==> src/rtl/muldiv_unit_if.sv <==
`default_nettype none
// ============================================================================
// Module      : muldiv_unit_if
// Description : Request / result bundle between the EXE stage and the
//               iterative multiply/divide unit.
//               master : EXE-stage control (start, op, operands, mthi/mtlo)
//               slave  : muldiv_unit (busy, done, HI, LO)
// Revision    : 1.0 - initial release
// ============================================================================
interface muldiv_unit_if #(
   parameter int WIDTH = 32
);
   logic             start;   // request an operation (sampled only in IDLE)
   logic [1:0]       op;      // 00 mult, 01 multu, 10 div, 11 divu
   logic [WIDTH-1:0] src_a;   // multiplicand / dividend
   logic [WIDTH-1:0] src_b;   // multiplier / divisor
   logic             hi_we;   // mthi write enable
   logic             lo_we;   // mtlo write enable
   logic [WIDTH-1:0] wdata;   // mthi/mtlo data
   logic             busy;    // operation in flight
   logic             done;    // one-cycle pulse, HI/LO just updated
   logic [WIDTH-1:0] hi;      // HI register
   logic [WIDTH-1:0] lo;      // LO register

   modport master (
      output start, op, src_a, src_b, hi_we, lo_we, wdata,
      input  busy, done, hi, lo
   );

   modport slave (
      input  start, op, src_a, src_b, hi_we, lo_we, wdata,
      output busy, done, hi, lo
   );
endinterface
`default_nettype wire

==> src/rtl/muldiv_unit.sv <==
`default_nettype none
// ============================================================================
// Module      : muldiv_unit
// Description : Iterative multiply/divide unit owning the HI/LO registers.
//               One shift-add (mult) or restoring shift-subtract (div) step
//               per cycle on operand magnitudes, then a sign-fix cycle.
//               Result latency: WIDTH+1 edges after start is sampled.
// Ports       : clk  - clock, rising edge
//               rst  - synchronous reset, active-low
//               bus  - muldiv_unit_if.slave (start/op/src_a/src_b/hi_we/
//                      lo_we/wdata in; busy/done/hi/lo out)
// Revision    : 1.0 - initial release
// ============================================================================
module muldiv_unit #(
   parameter int WIDTH = 32,
   parameter int CNT_W = 5
) (
   input  wire logic     clk,
   input  wire logic     rst,
   muldiv_unit_if.slave  bus
);

   localparam logic [CNT_W-1:0] c_last = CNT_W'(WIDTH - 1);

   typedef enum logic [1:0] {
      S_IDLE = 2'd0,
      S_CALC = 2'd1,
      S_SIGN = 2'd2
   } state_t;

   state_t r_state;
   state_t w_state_nxt;

   logic [CNT_W-1:0] r_cnt;
   logic [WIDTH-1:0] r_hi_acc;   // partial product high half / remainder
   logic [WIDTH-1:0] r_lo_acc;   // multiplier bits / dividend -> quotient
   logic [WIDTH-1:0] r_b;        // multiplicand or divisor magnitude
   logic             r_is_div;
   logic             r_neg_hi;
   logic             r_neg_lo;
   logic [WIDTH-1:0] r_hi;
   logic [WIDTH-1:0] r_lo;
   logic             r_done;

   // ---------------------------------------------------------------- FSM
   always_ff @(posedge clk) begin
      if (!rst) r_state <= S_IDLE;
      else      r_state <= w_state_nxt;
   end

   always_comb begin
      w_state_nxt = r_state;
      case (r_state)
         S_IDLE:  if (bus.start) w_state_nxt = S_CALC;
         S_CALC:  if (r_cnt == c_last) w_state_nxt = S_SIGN;
         S_SIGN:  w_state_nxt = S_IDLE;
         default: w_state_nxt = S_IDLE;
      endcase
   end

   // ---------------------------------------------------- operand decode
   logic             w_is_div;
   logic             w_a_neg;
   logic             w_b_neg;
   logic             w_raw;
   logic [WIDTH-1:0] w_a_mag;
   logic [WIDTH-1:0] w_b_mag;

   always_comb begin
      w_is_div = bus.op[1];
      w_a_neg  = ~bus.op[0] & bus.src_a[WIDTH-1];
      w_b_neg  = ~bus.op[0] & bus.src_b[WIDTH-1];
      // Divide by zero runs the unsigned datapath on the raw dividend:
      // a zero divisor never borrows, so the quotient fills with ones and
      // the remainder ends up equal to the dividend bit pattern.
      w_raw    = w_is_div & (bus.src_b == '0);
      w_a_mag  = (w_a_neg & ~w_raw) ? -bus.src_a : bus.src_a;
      w_b_mag  = w_b_neg ? -bus.src_b : bus.src_b;
   end

   // ------------------------------------------------------ iteration step
   logic [WIDTH:0]   w_mul_sum;
   logic [WIDTH:0]   w_div_shift;
   logic [WIDTH+1:0] w_div_diff;
   logic             w_div_ok;

   always_comb begin
      w_mul_sum   = {1'b0, r_hi_acc} + {1'b0, (r_lo_acc[0] ? r_b : {WIDTH{1'b0}})};
      w_div_shift = {r_hi_acc, r_lo_acc[WIDTH-1]};
      // One extra bit so the borrow is visible even when the shifted
      // remainder has its top bit set.
      w_div_diff  = {1'b0, w_div_shift} - {2'b00, r_b};
      w_div_ok    = ~w_div_diff[WIDTH+1];
   end

   // ------------------------------------------------------ sign correction
   logic [2*WIDTH-1:0] w_prod;
   logic [WIDTH-1:0]   w_res_hi;
   logic [WIDTH-1:0]   w_res_lo;

   always_comb begin
      w_prod = {r_hi_acc, r_lo_acc};
      if (r_is_div) begin
         w_res_hi = r_neg_hi ? -r_hi_acc : r_hi_acc;
         w_res_lo = r_neg_lo ? -r_lo_acc : r_lo_acc;
      end else begin
         // Product sign applies to the full double-width value.
         if (r_neg_lo) w_prod = -w_prod;
         w_res_hi = w_prod[2*WIDTH-1:WIDTH];
         w_res_lo = w_prod[WIDTH-1:0];
      end
   end

   // ------------------------------------------------------------ datapath
   always_ff @(posedge clk) begin
      if (!rst) begin
         r_cnt    <= '0;
         r_hi_acc <= '0;
         r_lo_acc <= '0;
         r_b      <= '0;
         r_is_div <= 1'b0;
         r_neg_hi <= 1'b0;
         r_neg_lo <= 1'b0;
         r_hi     <= '0;
         r_lo     <= '0;
         r_done   <= 1'b0;
      end else begin
         r_done <= 1'b0;
         case (r_state)
            S_IDLE: begin
               if (bus.hi_we) r_hi <= bus.wdata;
               if (bus.lo_we) r_lo <= bus.wdata;
               if (bus.start) begin
                  r_cnt    <= '0;
                  r_hi_acc <= '0;
                  r_lo_acc <= w_a_mag;
                  r_b      <= w_b_mag;
                  r_is_div <= w_is_div;
                  r_neg_lo <= ~w_raw & (w_a_neg ^ w_b_neg);
                  r_neg_hi <= ~w_raw & (w_is_div ? w_a_neg : (w_a_neg ^ w_b_neg));
               end
            end
            S_CALC: begin
               r_cnt <= r_cnt + CNT_W'(1);
               if (r_is_div) begin
                  r_hi_acc <= w_div_ok ? w_div_diff[WIDTH-1:0] : w_div_shift[WIDTH-1:0];
                  r_lo_acc <= {r_lo_acc[WIDTH-2:0], w_div_ok};
               end else begin
                  r_hi_acc <= w_mul_sum[WIDTH:1];
                  r_lo_acc <= {w_mul_sum[0], r_lo_acc[WIDTH-1:1]};
               end
            end
            S_SIGN: begin
               r_hi   <= w_res_hi;
               r_lo   <= w_res_lo;
               r_done <= 1'b1;
            end
            default: ;
         endcase
      end
   end

   assign bus.busy = (r_state != S_IDLE);
   assign bus.done = r_done;
   assign bus.hi   = r_hi;
   assign bus.lo   = r_lo;

endmodule
`default_nettype wire
==> src/flat_wrapper.sv <==
// flat-port wrapper written by rule: the top's interface ports become plain ports
module muldiv_unit_flat 
#(
   parameter int WIDTH = 32,
   parameter int CNT_W = 5
)
  (clk, rst, bus_start, bus_op, bus_src_a, bus_src_b, bus_hi_we, bus_lo_we, bus_wdata, bus_busy, bus_done, bus_hi, bus_lo);
  muldiv_unit_if #(.WIDTH(WIDTH)) bus_i ();
  input  wire logic clk;
  input  wire logic rst;
  input wire logic [$bits(bus_i.start)-1:0] bus_start;
  input wire logic [$bits(bus_i.op)-1:0] bus_op;
  input wire logic [$bits(bus_i.src_a)-1:0] bus_src_a;
  input wire logic [$bits(bus_i.src_b)-1:0] bus_src_b;
  input wire logic [$bits(bus_i.hi_we)-1:0] bus_hi_we;
  input wire logic [$bits(bus_i.lo_we)-1:0] bus_lo_we;
  input wire logic [$bits(bus_i.wdata)-1:0] bus_wdata;
  output wire logic [$bits(bus_i.busy)-1:0] bus_busy;
  output wire logic [$bits(bus_i.done)-1:0] bus_done;
  output wire logic [$bits(bus_i.hi)-1:0] bus_hi;
  output wire logic [$bits(bus_i.lo)-1:0] bus_lo;
  assign bus_i.start = bus_start;
  assign bus_i.op = bus_op;
  assign bus_i.src_a = bus_src_a;
  assign bus_i.src_b = bus_src_b;
  assign bus_i.hi_we = bus_hi_we;
  assign bus_i.lo_we = bus_lo_we;
  assign bus_i.wdata = bus_wdata;
  assign bus_busy = bus_i.busy;
  assign bus_done = bus_i.done;
  assign bus_hi = bus_i.hi;
  assign bus_lo = bus_i.lo;
  muldiv_unit #(.WIDTH(WIDTH), .CNT_W(CNT_W)) u_core (.clk(clk), .rst(rst), .bus(bus_i));
endmodule
==> config.mk <==
export PLATFORM = sky130hd
export DESIGN_NAME = muldiv_unit_flat
export DESIGN_NICKNAME = d
export VERILOG_FILES = /design/src/rtl/muldiv_unit_if.sv /design/src/rtl/muldiv_unit.sv /design/src/flat_wrapper.sv
export SDC_FILE = /design/constraint.sdc
export NUM_CORES = 1
export LEC_CHECK = 0
export CAP_MARGIN = 5
export CORE_MARGIN = 2
export CORE_UTILIZATION = 60
export CTS_BUF_LIST = sky130_fd_sc_hd__clkbuf_8
export CTS_CLUSTER_SIZE = 16
export DETAILED_ROUTE_END_ITERATION = 10
export DONT_BUFFER_PORTS = 1
export PLACE_DENSITY = 0.76
export SLEW_MARGIN = 20
export SYNTH_ARGS = -nofsm -noshare
export SYNTH_HDL_FRONTEND = slang
export SYNTH_SLANG_ARGS = --single-unit
==> constraint.sdc <==
create_clock -name clk -period 7.6 [get_ports clk]
set_input_delay 0.76 -clock clk [delete_from_list [all_inputs] [get_ports clk]]
set_output_delay 0.76 -clock clk [all_outputs]
set_load 0.01 [all_outputs]
==> results_dict.tcl, run 1 <==
set metrics [dict create \
    final_common_cell "nor2_1" \
    p_int_mw 1.51 \
    hp-class "input pin to flip-flop" \
    switching_power_uw 959 \
    cap_viol_max_count 0 \
    antenna_found_initial 0 \
    post-place-ws_ns 3.40 \
    routed_wl_microns 43800 \
    combPwrFrac_pct 28.9 \
    via_per_inst 6.74 \
    die_x_microns 155 \
    synth_cell_types 79 \
    cts_resized 0 \
    fin_crit_ns 4.37 \
    ys_ff_latch 171 \
    crit_path_end_kind "flip-flop" \
    cts_tree "done" \
    instances_no_fill 2028 \
    cts_buffers 17 \
    hold_viol 0 \
    swShare_pct 38.9 \
    port_buffers 0 \
    critical_path_depth 14 \
    finalSetupTns_ns 0 \
    grt_first_pass_wirelength_microns 68500 \
    num_io_pins 169 \
    yosys_warnings 0 \
    core_area_sq_um 22400 \
    setup_viol 0 \
    timing.slew.headroom_pct 29.3 \
    grt_overflow 0 \
    cts-root-buf "clkbuf_8" \
    clk_pin_slew_ns 0.12 \
    worstPathRequired_ns 7.96 \
    routedWlPerCell_microns 21.6 \
    worst_setup_path_start_kind "flip-flop" \
    cts_num_sinks 171 \
    pwr-share-seq_pct 42.9 \
    final_cell_mix "218 x nor2_1, 195 x a21oi_1, 170 x dfxtp_1" \
    row_count 55 \
    layout.nets 1905 \
    p_clk_share_pct 28.2 \
    final_core_util_pct 62.7 \
    yosys.area.top_type_share_pct 25.2 \
    area_delta_synth_final_pct 3.51 \
    fmax_ghz 0.229 \
    die_h_microns 155 \
    cts_buffer_depth 2 \
    grt_pass1_vias 12400 \
    synth_ff_type "dfxtp_1" \
    place_inst 1996 \
    vdd_drop_max_uv 138 \
    synth_nets 1991 \
    drive_gt1_share_pct 6.37 \
    clkLatencyLatePin_ns 0.49 \
    crit_path_max_incr_delay_ns 0.58 \
    arrival_ns 4.73 \
    hold_buffers 0 \
    hpwl_microns 32700 \
    grt_max_degree 97 \
    drc_errors 0 \
    synthArstFlopShare_pct 0 \
    status "finished clean" \
    seq_area_frac_synth_pct 25.2 \
    yosys-top-cells-area "dfxtp_1 25%, a21oi_1 7.2%, ha_1 6.4%" \
    worst_pin_slew_ns 1.06 \
    crit_slowest_cell "o41ai_1" \
    die_area_sq_um 23900 \
    avgSynthCellArea_sq_um 7.49 \
    drtIter0Drc 1595 \
    critPathBufInv 1 \
    rsz0062_at_grt "false" \
    worstPathMaxFanout 7 \
    n_antenna_cell 0 \
    timing.final.crit_share_pct 57.5 \
    start_util_pct 60.6 \
    crit_family "compound AO/OA/AOI/OAI gates" \
    fin_skew_ns 0.0246 \
    holdPathStages 2 \
    synth_edf_count 0 \
    critPathMostFrequentCell "a41oi_1" \
    slew_violations 0 \
    p_per_area_nw_per_um2 175 \
    cp_cell_sequence "and2_1 > ha_1 > inv_1 > fa_1 > nand2b_1 > a21oi_1 > o41a_1 > a41oi_1 > o21bai_1 > a41oi_1 > o41ai_1 > xor2_1 > a222oi_1 > nand2_1" \
    cts-htree-levels 4 \
    synthCells 1816 \
    via_count 13700 \
    crit_type "flip-flop to flip-flop" \
    layout_setup_ws_ns 3.23 \
    worstRegToRegCells 14 \
    first_pass_iters 8 \
    ant_nets 0 \
    p_leak_nw 5.65 \
    gp_congestion 1.01 \
    yosysTopAreaCell "dfxtp_1" \
    syn_area_sq_um 13600 \
    cts_setup_buffers 0 \
    grt_usage_pct 35.7 \
]
## power by group through the flow
stage / Clock [mW] / Sequential, mW / Combinational [mW]
CTS: 0.700 / 1.05 / 0.695
global placement: 0 / 1.07 / 0.685
global route: 0.731 / 1.07 / 0.778
detailed placement: 0 / 1.08 / 0.692
finish: 0.694 / 1.06 / 0.713
floorplan: 0 / 1.04 / 0.548
## registers in the layout, indices dropped and copies added, names as in the netlist
register,cells
u_core.bus.done,1
u_core.bus.hi,32
u_core.bus.lo,32
u_core.r_b,32
u_core.r_cnt,5
u_core.r_hi_acc,32
u_core.r_is_div,1
u_core.r_lo_acc,32
u_core.r_neg_hi,1
u_core.r_neg_lo,1
u_core.r_state,2
## per-stage QoR
step	instance area [sq um]	hold WS, ns	total power [mW]
global placement	13700	0.437	1.76
finish	14100	0.396	2.46
CTS	14100	0.375	2.45
global route	14100	0.381	2.57
floorplan	13600	0.424	1.59
detailed placement	13700	0.451	1.77
## cell usage after synthesis, types with 4 or more instances
cell and number:
o21ai_1 10, inv_1 61, and2_1 8, nand4_1 8
xnor2_1 62, nand2_1 139, and3_1 12, clkbuf_1 102
a22oi_1 8, or2_2 7, o211a_1 11, o2111ai_1 4
nand3_1 31, nor3_1 29, buf_1 15, o21ai_0 110
o21a_1 10, a21oi_1 195, nor2_1 220, o31ai_1 32
mux2_2 27, xor2_1 99, o41ai_1 17, o221ai_1 41
a211oi_1 66, or4_4 4, a22o_1 5, ha_1 70
or4_1 18, nand3b_1 5, nor4_1 11, o211ai_1 17
a31oi_1 22, nand2b_1 22, a311oi_1 4, nor2b_1 11
dfxtp_1 171, o22ai_1 6, mux2i_1 9, a21o_1 30
or3_1 14, a32o_1 5, o21bai_1 11
## final cells by class
class	count	area, sq um
clock buffers	17	234
flip-flops and latches	171	3420
repair buffers	17	128
fillers	2079	8360
clock inverters	15	183
multi-input cells	1462	9520
well taps	285	357
inverters	61	229
## cells by family (layout without fill, tap and decap cells)
group	count (synthesis)	after routing	share of synthesized area (%)
and+or+nand+nor	561	561	19.5
AOI/OAI and AO/OA	632	632	30.2
adders and majority gates	72	72	6.73
buffers and inverters	183	110	5.16
xor gates and xnor gates	161	161	10.4
DFF	171	171	25.2
muxes	36	36	2.90
## metal layers
metal	routed length [microns]	vias to the layer above	GRT usage, %
met3	4200	74	6.08
met2	18900	721	53.4
met4	973	0	10.8
li1	-	6482	-
met5	0	-	0
met1	19700	6398	52.5
## worst paths after layout
kind / slack (ns) / start / end
worst max-delay path: 3.23 / u_core.r_lo_acc[0]$_SDFFE_PN0P_ / u_core.r_hi_acc[27]$_SDFFE_PN0P_
worst max register to register: 3.23 / u_core.r_lo_acc[0]$_SDFFE_PN0P_ / u_core.r_hi_acc[27]$_SDFFE_PN0P_
worst min register to register: 0.48 / u_core.r_cnt[4]$_SDFFE_PN0P_ / u_core.r_cnt[4]$_SDFFE_PN0P_
worst min-delay path: 0.40 / rst / u_core.r_lo_acc[17]$_SDFFE_PN0P_
(Power assumes the default switching activity.)
==> run 2: changes to the inputs <==
==> constraint.sdc (replaced) <==
create_clock -name clk -period 4.1 [get_ports clk]
set_input_delay 0.41 -clock clk [delete_from_list [all_inputs] [get_ports clk]]
set_output_delay 0.41 -clock clk [all_outputs]
set_load 0.01 [all_outputs]
==> results_dict.tcl, run 2 (synthesis results as in run 1) <==
set metrics [dict create \
    crit_type "flip-flop to flip-flop" \
    cts_buffer_depth 2 \
    via_count 13800 \
    hold_buffers 0 \
    hp-class "input pin to flip-flop" \
    ant_nets 0 \
    p_per_area_nw_per_um2 317 \
    cts_tree "done" \
    core_area_sq_um 22400 \
    timing.final.crit_share_pct 91.9 \
    row_count 55 \
    die_area_sq_um 23900 \
    worstPathMaxFanout 7 \
    via_per_inst 6.70 \
    clk_pin_slew_ns 0.11 \
    final_common_cell "nor2_1" \
    crit_slowest_cell "dfxtp_1" \
    grt_pass1_vias 12400 \
    layout.nets 1938 \
    fin_crit_ns 3.77 \
    gp_congestion 1.03 \
    vdd_drop_max_uv 198 \
    hold_viol 0 \
    crit_path_end_kind "flip-flop" \
    cts-root-buf "clkbuf_8" \
    die_x_microns 155 \
    hpwl_microns 33100 \
    status "finished clean" \
    area_delta_synth_final_pct 5.37 \
    crit_path_max_incr_delay_ns 0.47 \
    die_h_microns 155 \
    crit_family "compound AO/OA/AOI/OAI gates" \
    fin_skew_ns 0.0200 \
    instances_no_fill 2061 \
    drtIter0Drc 1479 \
    place_inst 2029 \
    timing.slew.headroom_pct 30.6 \
    drive_gt1_share_pct 8.05 \
    finalSetupTns_ns 0 \
    worst_setup_path_start_kind "flip-flop" \
    grt_overflow 0 \
    rsz0062_at_grt "false" \
    cap_viol_max_count 0 \
    worstPathRequired_ns 4.47 \
    routedWlPerCell_microns 21.0 \
    final_cell_mix "219 x nor2_1, 195 x a21oi_1, 170 x dfxtp_1" \
    cts-htree-levels 4 \
    routed_wl_microns 43300 \
    fmax_ghz 0.265 \
    arrival_ns 4.14 \
    cts_num_sinks 171 \
    port_buffers 0 \
    grt_first_pass_wirelength_microns 67700 \
    power.total_mw 4.54 \
    worst_pin_slew_ns 1.04 \
    cts_buffers 17 \
    num_io_pins 169 \
    antenna_found_initial 0 \
    p_leak_nw 5.82 \
    cp_cell_sequence "and2_1 > ha_1 > inv_1 > fa_1 > nand2b_1 > a21oi_1 > o41a_1 > a41oi_1 > o21bai_1 > a41oi_1 > o41ai_1 > buf_4 > xor2_1 > a222oi_1 > nand2_1" \
    grt_usage_pct 35.2 \
    grt_max_degree 74 \
    n_antenna_cell 0 \
    drc_errors 0 \
    slew_violations 0 \
    start_util_pct 60.6 \
    first_pass_iters 5 \
    critPathMostFrequentCell "a41oi_1" \
    clkLatencyLatePin_ns 0.49 \
    critPathBufInv 2 \
    setup_viol 0 \
]
[run 2: changes by cell type in the layout (fill, tap and decap cells not counted), moves of 2 or more]
cell      delta
inv_6        -2
clkinv_4     +2
inv_8        +2
buf_12       +2
buf_4       +31
[run 2: layout make-up]
| class | count | area [sq um] |
|---|---|---|
| Multi-Input combinational cell | 1462 | 9530 |
| Fill cell | 2052 | 8100 |
| Sequential cell | 171 | 3420 |
| Timing Repair Buffer | 50 | 400 |
| Tap cell | 285 | 357 |
| Clock buffer | 17 | 234 |
| Inverter | 61 | 229 |
| Clock inverter | 15 | 159 |
[run 2: per-layer routing]
metal  routed length (microns)  part of all wire, %  track usage, %  vias to the layer above
met5                         0                    0               0                        -
met4                      1320                  3.0            11.7                        0
met3                      4550                   11            6.70                       89
met2                     18300                   42            51.9                      756
met1                     19100                   44            51.5                     6432
li1                          -                    -               -                     6530
[run 2: repair_timing]
action	in CTS	in global routing
setup endpoints to repair	0	1
gates resized for setup	0	1
buffers inserted	0	0
[run 2: through the flow]
| stage | instance area [sq um] | worst slack (ns) | utilization (%) | hold slack [ns] |
|---|---|---|---|---|
| final | 14300 | 0.332 | 63.9 | 0.0448 |
| after global routing | 14300 | 0.0619 | 63.9 | 0.0313 |
| after CTS | 14300 | 0.402 | 63.8 | 0.0396 |
| after detailed placement | 13900 | 0.408 | 62.1 | 0.449 |
| after global placement | 13900 | 0.530 | 62.1 | 0.441 |
| after floorplan | 13600 | 0.726 | - | 0.424 |
[run 2: path summary, 6_finish.rpt]
check / from / to / slack, ns / cells past startpoint
setup / recovery: u_core.r_lo_acc[0]$_SDFFE_PN0P_ / u_core.r_hi_acc[27]$_SDFFE_PN0P_ / 0.33 / 15
hold / removal: rst / u_core.r_lo_acc[15]$_SDFFE_PN0P_ / 0.04 / 2
setup reg to reg: u_core.r_lo_acc[0]$_SDFFE_PN0P_ / u_core.r_hi_acc[27]$_SDFFE_PN0P_ / 0.33 / 15
hold reg to reg: u_core.r_cnt[3]$_SDFFE_PN0P_ / u_core.r_cnt[3]$_SDFFE_PN0P_ / 0.46 / 1
[run 2: report_power, final]
group | internal (mW) | total [mW] | switching, mW
clock network | 0.454 | 1.23 | 0.776
logic | 0.527 | 1.35 | 0.825
registers | 1.78 | 1.95 | 0.173
==> run 3: changes to the inputs <==
==> constraint.sdc (replaced) <==
create_clock -name clk -period 3.6 [get_ports clk]
set_input_delay 0.18 -clock clk [delete_from_list [all_inputs] [get_ports clk]]
set_output_delay 0.18 -clock clk [all_outputs]
set_load 0.01 [all_outputs]
==> results_dict.tcl, run 3 (synthesis results as in run 1) <==
set metrics [dict create \
    status "finished clean" \
    hold_viol 0 \
    finalSetupTns_ns 0 \
    crit_path_end_kind "flip-flop" \
    timing.slew.headroom_pct 43.4 \
    rsz0062_at_grt "true" \
    num_io_pins 169 \
    area_delta_synth_final_pct 15.2 \
    instances_no_fill 2198 \
    cap_viol_max_count 0 \
    holdPathStages 2 \
    ant_nets 0 \
    cts_num_sinks 171 \
    swShare_pct 39.2 \
    first_pass_iters 6 \
    fin_skew_ns 0.0260 \
    cts-htree-levels 4 \
    port_buffers 0 \
    cts_tree "done" \
    switching_power_mw 2.12 \
    p_per_area_nw_per_um2 345 \
    hpwl_microns 35000 \
    worst-r2r-setup-slack_ns 0.16 \
    cts-root-buf "clkbuf_8" \
    cts_buffers 17 \
    die_area_sq_um 23900 \
    grt_overflow 0 \
    vdd_drop_max_uv 237 \
    cp_cell_sequence "or4_4 > or4_4 > or4_4 > nand2b_1 > or3_1 > o31ai_1 > xor2_1 > o221ai_1" \
    fmax_ghz 0.290 \
    routedWlPerCell_microns 21.7 \
    p_int_mw 3.29 \
    critPathMostFrequentCell "or4_4" \
    worstPathRequired_ns 3.93 \
    worst_pin_slew_ns 0.848 \
    row_count 55 \
    arrival_ns 3.77 \
    drtIter0Drc 1702 \
    n_antenna_cell 0 \
    antenna_found_initial 0 \
    fin_crit_ns 3.44 \
    crit_type "flip-flop to flip-flop" \
    via_count 14500 \
    crit_path_max_incr_delay_ns 0.57 \
    final_cell_mix "219 x nor2_1, 191 x a21oi_1, 170 x dfxtp_1" \
    p_clk_share_pct 26.4 \
    gp_congestion 0.947 \
    fill_cells 1855 \
    worst_setup_path_start_kind "flip-flop" \
    worstRegToRegCells 8 \
    final_common_cell "nor2_1" \
    p_leak_nw 6.48 \
    start_util_pct 60.6 \
    grt_first_pass_wirelength_microns 73800 \
    fin_area_sq_um 15700 \
    pwr-share-seq_pct 40.9 \
    place_inst 2080 \
    clk_pin_slew_ns 0.12 \
    combPwrFrac_pct 32.7 \
    grt_pass1_vias 13500 \
    routed_wl_microns 47600 \
    die_x_microns 155 \
    grt_usage_pct 38.7 \
    timing.final.crit_share_pct 95.6 \
    core_area_sq_um 22400 \
    cts_buffer_depth 2 \
    grt_max_degree 79 \
    clkLatencyLatePin_ns 0.49 \
    layout.nets 2075 \
    power.total_mw 5.41 \
    setup_viol 0 \
    worstPathMaxFanout 8 \
    drc_errors 0 \
    via_per_inst 6.59 \
    hp-class "input pin to flip-flop" \
    placed_area_sq_um 14300 \
    die_h_microns 155 \
    drive_gt1_share_pct 10.8 \
    crit_slowest_cell "or4_4" \
    slew_violations 0 \
]
[run 3: cell types whose count changed in the layout (fill, tap and decap cells not counted), sizes merged]
| cell | change |
|---|---|
| buf | +55 |
| clkinv | -1 |
| clkinvlp | -1 |
| dlygate4sd3 | +82 |
| inv | +2 |
[run 3: worst paths after layout]
| path | end | from |
|---|---|---|
| min | u_core.bus.hi[15]$_SDFFE_PN0P_ | bus_wdata[15] |
| min reg2reg | u_core.r_cnt[3]$_SDFFE_PN0P_ | u_core.r_cnt[3]$_SDFFE_PN0P_ |
| max reg2reg | u_core.bus.lo[30]$_SDFFE_PN0P_ | u_core.r_lo_acc[10]$_SDFFE_PN0P_ |
| max | u_core.bus.lo[30]$_SDFFE_PN0P_ | u_core.r_lo_acc[10]$_SDFFE_PN0P_ |
[run 3: repair_timing]
action	4_1_cts	5_1_grt
hold buffers	83	0
setup buffers	0	3
pin swaps	0	3
gates cloned	0	0
setup endpoints to repair	1	18
resized for setup	1	11
hold endpoints to repair	94	0
[run 3: area by class of cell]
class,count,area [sq um],share of cell area (%)
clock buffers,17,234,1.49
clock inverters,15,178,1.13
inverters,61,229,1.46
multi-input cells,1462,9580,61.1
flip-flops and latches,171,3420,21.9
well taps,285,357,2.28
repair buffers,187,1670,10.7
[run 3: power groups by stage]
| stage | logic, mW | registers [mW] | clock network, mW |
|---|---|---|---|
| floorplan | 1.16 | 2.19 | 0 |
| global placement | 1.58 | 2.24 | 0 |
| detailed placement | 1.60 | 2.25 | 0 |
| CTS | 1.70 | 2.20 | 1.43 |
| global route | 1.92 | 2.23 | 1.51 |
| finish | 1.77 | 2.21 | 1.43 |
[run 3: worst max-delay path, delay by kind of cell (launching register included)]
family	cells	cell delay [ns]
DFF	1	0.40
xor gates and xnor gates	1	0.30
and+or+nand+nor	5	2.17
AOI/OAI and AO/OA	2	0.40
[run 3: per-stage QoR]
| step | utilization (%) | setup WS (ns) | hold slack [ns] |
|---|---|---|---|
| final | 69.9 | 0.157 | 0.00627 |
| after global routing | 69.9 | -0.0473 | 0.00808 |
| after CTS | 69.5 | 0.0843 | 0.0000532 |
| after detailed placement | 63.9 | -0.0201 | 0.328 |
| after global placement | 63.9 | 0.0117 | 0.326 |
| after floorplan | - | 0.226 | 0.316 |
[run 3: layer usage]
layer  GRT usage, %  part of all wire (%)
met5              0                     0
met4           10.0                   2.2
met3           8.27                    11
met2           58.6                    43
met1           56.0                    44
